==> src/rtl/alarm_controller.sv <==
// Purpose: 24h clock with alarm, buttons to set time/alarm, ringing buzzer with auto-timeout.
// Latency: all outputs registered; every input takes effect on the edge it is sampled.
// Backpressure: none; pulse inputs are consumed on the edge they arrive (buttons silence a ringing buzzer).
module alarm_controller #(
   parameter int RING_SECS = 30
) (
   input  logic       clk,
   input  logic       rst,
   input  logic       tick_1hz,
   input  logic       btn_mode,
   input  logic       btn_inc,
   input  logic       alarm_en,
   output logic [4:0] hours,
   output logic [5:0] minutes,
   output logic [5:0] seconds,
   output logic [4:0] alm_hours,
   output logic [5:0] alm_minutes,
   output logic [2:0] mode,
   output logic       buzzer,
   output logic       blink
);

   typedef enum logic [2:0] {
      RUN      = 3'd0,
      SET_HR   = 3'd1,
      SET_MIN  = 3'd2,
      SET_AHR  = 3'd3,
      SET_AMIN = 3'd4
   } mode_t;

   mode_t      r_mode, w_mode_nxt;
   logic [4:0] r_hr,   w_hr_nxt;
   logic [5:0] r_min,  w_min_nxt;
   logic [5:0] r_sec,  w_sec_nxt;
   logic [4:0] r_ahr,  w_ahr_nxt;
   logic [5:0] r_amin, w_amin_nxt;
   logic       r_buzz, w_buzz_nxt;
   logic       r_blink, w_blink_nxt;
   logic [5:0] r_ring, w_ring_nxt;

   logic       w_adv, w_consume, w_sec_wrap, w_min_wrap, w_match;
   logic [5:0] w_sec_inc, w_min_inc, w_amin_inc, w_t_sec, w_t_min;
   logic [4:0] w_hr_inc, w_ahr_inc, w_t_hr;

   // Time runs everywhere except while the clock itself is being edited.
   assign w_adv     = tick_1hz && (r_mode == RUN || r_mode == SET_AHR || r_mode == SET_AMIN);
   // A button press while ringing only silences; it must not move the FSM or a field.
   assign w_consume = r_buzz && (btn_mode || btn_inc);

   assign w_sec_wrap = (r_sec == 6'd59);
   assign w_min_wrap = (r_min == 6'd59);
   assign w_sec_inc  = w_sec_wrap ? 6'd0 : r_sec + 6'd1;
   assign w_min_inc  = w_min_wrap ? 6'd0 : r_min + 6'd1;
   assign w_hr_inc   = (r_hr == 5'd23) ? 5'd0 : r_hr + 5'd1;
   assign w_ahr_inc  = (r_ahr == 5'd23) ? 5'd0 : r_ahr + 5'd1;
   assign w_amin_inc = (r_amin == 6'd59) ? 6'd0 : r_amin + 6'd1;

   // Time value after one carrying tick; the alarm compares against this, not the current time.
   assign w_t_sec = w_sec_inc;
   assign w_t_min = w_sec_wrap ? w_min_inc : r_min;
   assign w_t_hr  = (w_sec_wrap && w_min_wrap) ? w_hr_inc : r_hr;
   assign w_match = (w_t_hr == r_ahr) && (w_t_min == r_amin) && (w_t_sec == 6'd0);

   // Next-state and next-field computation for the whole controller.
   always_comb begin
      w_mode_nxt  = r_mode;
      w_hr_nxt    = r_hr;
      w_min_nxt   = r_min;
      w_sec_nxt   = r_sec;
      w_ahr_nxt   = r_ahr;
      w_amin_nxt  = r_amin;
      w_buzz_nxt  = r_buzz;
      w_ring_nxt  = r_ring;
      w_blink_nxt = r_blink;

      if (w_adv) begin
         w_hr_nxt  = w_t_hr;
         w_min_nxt = w_t_min;
         w_sec_nxt = w_t_sec;
      end

      if (!w_consume) begin
         if (btn_mode) begin
            case (r_mode)
               RUN:      w_mode_nxt = SET_HR;
               SET_HR:   w_mode_nxt = SET_MIN;
               SET_MIN:  w_mode_nxt = SET_AHR;
               SET_AHR:  w_mode_nxt = SET_AMIN;
               default:  w_mode_nxt = RUN;
            endcase
            // Leaving clock-minute edit restarts the minute cleanly.
            if (r_mode == SET_MIN) w_sec_nxt = 6'd0;
         end else if (btn_inc) begin
            case (r_mode)
               SET_HR:   w_hr_nxt   = w_hr_inc;
               SET_MIN:  w_min_nxt  = w_min_inc;
               SET_AHR:  w_ahr_nxt  = w_ahr_inc;
               SET_AMIN: w_amin_nxt = w_amin_inc;
               default:  ;
            endcase
         end
      end

      if (r_buzz) begin
         if (w_consume || !alarm_en) begin
            w_buzz_nxt = 1'b0;
            w_ring_nxt = 6'd0;
         end else if (tick_1hz) begin
            w_ring_nxt = (r_ring == 6'd0) ? 6'd0 : r_ring - 6'd1;
            if (r_ring <= 6'd1) w_buzz_nxt = 1'b0;
         end
      end else if (w_adv && alarm_en && w_match) begin
         w_buzz_nxt = 1'b1;
         w_ring_nxt = 6'(RING_SECS);
      end

      if (w_mode_nxt == RUN)
         w_blink_nxt = 1'b0;
      else if (tick_1hz && r_mode != RUN)
         w_blink_nxt = ~r_blink;
   end

   // FSM state register.
   always_ff @(posedge clk) begin
      if (!rst) r_mode <= RUN;
      else      r_mode <= w_mode_nxt;
   end

   // Time, alarm, ring and display registers.
   always_ff @(posedge clk) begin
      if (!rst) begin
         r_hr    <= 5'd0;
         r_min   <= 6'd0;
         r_sec   <= 6'd0;
         r_ahr   <= 5'd0;
         r_amin  <= 6'd0;
         r_buzz  <= 1'b0;
         r_ring  <= 6'd0;
         r_blink <= 1'b0;
      end else begin
         r_hr    <= w_hr_nxt;
         r_min   <= w_min_nxt;
         r_sec   <= w_sec_nxt;
         r_ahr   <= w_ahr_nxt;
         r_amin  <= w_amin_nxt;
         r_buzz  <= w_buzz_nxt;
         r_ring  <= w_ring_nxt;
         r_blink <= w_blink_nxt;
      end
   end

   assign hours       = r_hr;
   assign minutes     = r_min;
   assign seconds     = r_sec;
   assign alm_hours   = r_ahr;
   assign alm_minutes = r_amin;
   assign mode        = r_mode;
   assign buzzer      = r_buzz;
   assign blink       = r_blink;

endmodule

==> config.mk <==
export PLATFORM = sky130hd
export DESIGN_NAME = alarm_controller
export DESIGN_NICKNAME = d
export VERILOG_FILES = /design/src/rtl/alarm_controller.sv
export SDC_FILE = /design/constraint.sdc
export NUM_CORES = 1
export LEC_CHECK = 0
export ABC_CLOCK_PERIOD_IN_PS = 2770
export CAP_MARGIN = 10
export CORE_ASPECT_RATIO = 1.1
export CORE_MARGIN = 2
export CORE_UTILIZATION = 49
export DETAILED_ROUTE_END_ITERATION = 12
export HOLD_SLACK_MARGIN = 0.12
export PLACE_DENSITY = 0.73
export SYNTH_ARGS = -nofsm -noshare
export SYNTH_HDL_FRONTEND = slang
export SYNTH_SLANG_ARGS = --single-unit
export TNS_END_PERCENT = 10
==> constraint.sdc <==
create_clock -name clk -period 2.77 [get_ports clk]
set_input_delay 0.554 -clock clk [delete_from_list [all_inputs] [get_ports clk]]
set_output_delay 0.554 -clock clk [all_outputs]
set_load 0.03 [all_outputs]
==> impl_metrics.py <==
metrics = {
    "clock_tree": {
        "clock_sinks": 39,
        "cts_root_buf": "clkbuf_8",
        "clockBufferDepth": 2,
        "insertion_delay_ns": 0.29,
        "inserted_clock_buffers": 5,
        "cts_htree_levels": 2,
        "tritoncts": "done",
        "postCtsSetupRepairBufs": 0,
        "worst_setup_hold_path_clk_slew_ns": 0.08,
    },
    "drt": {
        "dr_total_vias": 2703,
        "totalWireLength_um": 7000,
        "post-route-drc-count": 0,
        "detail_route.iter0.violations": 202,
        "detail_route.wl_per_cell_um": 15.2,
        "detail_route.vias_per_cell": 5.88,
        "postRouteAntennaNets": 0,
        "firstDrtPassIters": 5,
    },
    "final_layout": {
        "fin_nets": 399,
        "layout.cells.most_common": "dfxtp_1",
        "most-common-layout-cells": "dfxtp_1 (39), clkdlybuf4s50_1 (38), nor2_1 (35)",
        "final_layout_size_suffix_gt1_share_pct": 9.61,
        "layout.core_utilization_pct": 62.7,
        "antenna_cells": 0,
        "layout-area-overhead-vs-synth_pct": 24.3,
    },
    "sta": {
        "setup_total_negative_slack_ns": 0,
        "final-hold-violation-count": 0,
        "worst_pin_slew_ns": 0.653,
        "timing.max_slew.rel_slack_pct": 56.2,
        "period_utilisation_layout_pct": 92.4,
        "finalWorstPathRequiredPeriod_ns": 2.56,
        "timing.final.setup_violations": 0,
        "clock_skew_ns": 0.00546,
        "timing.fmax_ghz": 0.391,
        "report.final.slew_viol_count": 0,
        "rsz0062_at_grt": "no",
    },
    "critical_path": {
        "crit_path_start_kind": "flip-flop",
        "arrival_ns": 2.74,
        "worst_setup_path_end_kind": "flip-flop",
        "r2r_start": "seconds[0]",
        "worst-endpoint-required_ns": 2.95,
        "r2r.worst_path.cells": 9,
        "timing.rr.end": "r_ring[2]",
        "r2r_setup_slack_ns": 0.21,
        "worstPathCellList": "ha_2 > o211ai_1 > a2111oi_2 > o221ai_1 > and4bb_1 > and4_1 > a31oi_4 > mux2i_1 > o21ai_1",
        "critical_path.n_buffers_inverters": 0,
        "crit_fanout": 9,
        "timing.critical_path.slowest_stage_cell": "a2111oi_2",
        "worst-setup-path-type": "reg -> reg",
        "cp_slowest_stage_delay_ns": 0.51,
        "path_delay_family": "compound AO/OA/AOI/OAI gates",
    },
    "place": {
        "hpwl_um": 5220,
        "place.port_buffers": 38,
        "gp_congestion": 0.930,
    },
    "floorplan": {
        "die_area_mm2": 0.00609,
        "starting_density_of_the_core_pct": 50.5,
        "chipWidth_um": 74.6,
        "coreArea_mm2": 0.00533,
        "fp.dieH_um": 81.7,
        "io_pins": 39,
        "placementRows": 28,
    },
    "logic_synthesis": {
        "syn_nets": 354,
        "synth-seq-cells": 39,
        "fraction_of_synthesized_cell_area_in_xor_and_xnor_cells_pct": 5.21,
        "yosys_warnings": 0,
        "post_synth_mux_area_share_pct": 4.10,
        "post_synth_fa_ha_maj_area_fraction_pct": 4.19,
        "yosys.cell_types.count": 61,
        "synth_edf_count": 0,
        "synth_top_family_by_area": "simple AND/OR/NAND/NOR gates",
        "synth_top_flop_cell": "dfxtp_1",
        "synth_largest_type_area_fraction_pct": 29.1,
        "yosysSeqAreaShare_pct": 29.1,
        "synth_async_sr_flop_share_pct": 0,
        "syn_inst": 339,
        "fraction_of_the_mapped_netlist_area_in_compound_gates_pct": 22.9,
        "postSynthAreaPerCell_um2": 7.93,
        "post-synth-top-area-cell": "dfxtp_1",
        "synth-simple-area-share_pct": 30.1,
        "synth_area_leaders": "dfxtp_1 (29%), nor2_1 (4.9%), a21oi_1 (4.7%), ha_1 (4.2%), mux2i_1 (4.1%)",
        "syn-cell-area_mm2": 0.00269,
    },
    "power_and_ir_drop": {
        "power_density_mw_per_mm2": 356,
        "seqPwrFrac_pct": 48.6,
        "total_leakage_power_nw": 1.22,
        "internal_mw": 0.907,
        "power.share.combinational_pct": 9.7,
        "power_frac_clock_pct": 41.7,
        "swShare_pct": 23.7,
        "irDropWorstVdd_v": 0.000252,
        "p_switching_mw": 0.282,
    },
    "min_path": {
        "worstHoldStart": "r_ring[4]",
        "worstHoldPathType": "reg -> reg",
        "worstHoldPathCells": 2,
        "hold_path_end": "r_ring[4]",
    },
    "global_routing": {
        "grt_antenna_before_repair": 0,
        "globalRouteOverflowTotal": 0,
        "pin_count_of_the_biggest_net_entering_global_routing": 25,
        "grt_use_total_pct": 24.3,
        "grt_pass1_vias": 2400,
        "grt_first_pass_wirelength_um": 11600,
    },
    "run_status": {
        "status": "finished, final reports clean",
    },
    "run": {
        "drv.max_cap_violation_count": 0,
    },
}
==> logic make-up (layout without fill, tap and decap cells) <==
| group | after synthesis | count (layout) |
|---|---|---|
| buffers and inverters | 29 | 75 |
| DFF | 39 | 39 |
| xor gates and xnor gates | 16 | 16 |
| AOI/OAI and AO/OA | 92 | 92 |
| muxes | 11 | 11 |
| adders and majority gates | 9 | 9 |
| and+or+nand+nor | 143 | 143 |
==> power by group through the flow <==
stage | clock network (mW) | logic, mW | registers [mW]
2_1_floorplan | 0 | 0.0569 | 0.602
3_3_place_gp | 0 | 0.114 | 0.590
3_5_place_dp | 0 | 0.115 | 0.591
4_1_cts | 0.508 | 0.116 | 0.577
5_1_grt | 0.521 | 0.126 | 0.579
6_report | 0.496 | 0.115 | 0.577
==> sequential cells by signal, summed over array words and instances (netlist names) <==
name,count
alm_minutes,6
minutes,6
r_ring,6
seconds,6
alm_hours,5
hours,5
mode,3
blink,1
buzzer,1
==> worst min-delay path: stages, from the launching register on <==
cell	delay, ns
dfxtp_1	0.34
nand3_1	0.07
o21ai_1	0.05
==> per-layer routing <==
metal	track usage [%]	vias up	wire (um)
met3	3.56	16	344
met1	33.8	1259	3280
met4	6.79	0	140
met2	38.9	84	3230
met5	0	-	0
li1	-	1344	-
==> synthesized netlist by cell type (2+ instances only) <==
| cell | n |
|---|---|
| o21ai_0 | 17 |
| nor2b_1 | 4 |
| o41ai_1 | 3 |
| nor3b_1 | 3 |
| a21oi_1 | 25 |
| nor4_1 | 2 |
| a31oi_1 | 6 |
| inv_1 | 10 |
| or3_1 | 4 |
| a32oi_1 | 2 |
| and4_1 | 2 |
| nor2_1 | 35 |
| ha_1 | 9 |
| nand4_1 | 10 |
| and4b_1 | 2 |
| o21ai_1 | 5 |
| o211ai_1 | 6 |
| mux2i_1 | 11 |
| xnor2_1 | 9 |
| o22ai_1 | 2 |
| buf_2 | 7 |
| nand3b_1 | 3 |
| o21a_1 | 2 |
| dfxtp_1 | 39 |
| a311oi_1 | 3 |
| o2111ai_1 | 3 |
| o31ai_1 | 3 |
| clkbuf_1 | 10 |
| nand2_1 | 28 |
| xor2_1 | 7 |
| nand3_1 | 15 |
| and3_1 | 10 |
| nand2b_1 | 7 |
| nor3_1 | 5 |
| nand4b_1 | 3 |
| a211oi_1 | 2 |
==> stage by stage <==
stage | hold slack [ns] | power (mW) | area [um2] | worst slack (ns) | instances
3_3_place_gp | 0.486 | 0.704 | 3220 | 0.141 | 452
3_5_place_dp | 0.503 | 0.706 | 3220 | 0.0406 | 452
2_1_floorplan | 0.473 | 0.659 | 2690 | 0.0968 | 339
4_1_cts | 0.513 | 1.20 | 3340 | 0.111 | 460
5_1_grt | 0.537 | 1.23 | 3340 | 0.0700 | 460
6_report | 0.508 | 1.19 | 3340 | 0.211 | 460
==> worst max-delay path by stage <==
| stage | startpoint | end | slack (ns) | depth (start not counted) |
|---|---|---|---|---|
| 2_1_floorplan | seconds[0] | r_ring[2] | 0.1 | 10 |
| 3_3_place_gp | alarm_en | r_ring[2] | 0.14 | 9 |
| 3_5_place_dp | alarm_en | r_ring[2] | 0.04 | 9 |
| 4_1_cts | seconds[0] | r_ring[2] | 0.11 | 9 |
| 5_1_grt | seconds[0] | r_ring[2] | 0.07 | 9 |
| 6_report | seconds[0] | r_ring[2] | 0.21 | 9 |
==> cell type report <==
type,count,area [um2]
flip-flops and latches,39,781
clock inverters,2,35.0
fillers,514,1980
well taps,75,93.8
inverters,10,37.5
clock buffers,6,82.6
repair buffers,57,523
multi-input cells,271,1790
==> what timing repair did <==
| item | CTS | global route |
|---|---|---|
| endpoints found under the hold margin | 0 | 0 |
| hold buffers | 0 | 0 |
| gates resized for setup | 0 | 1 |
| endpoints found under the setup margin | 0 | 2 |
No activity file was read; power rests on OpenSTA's default activity.
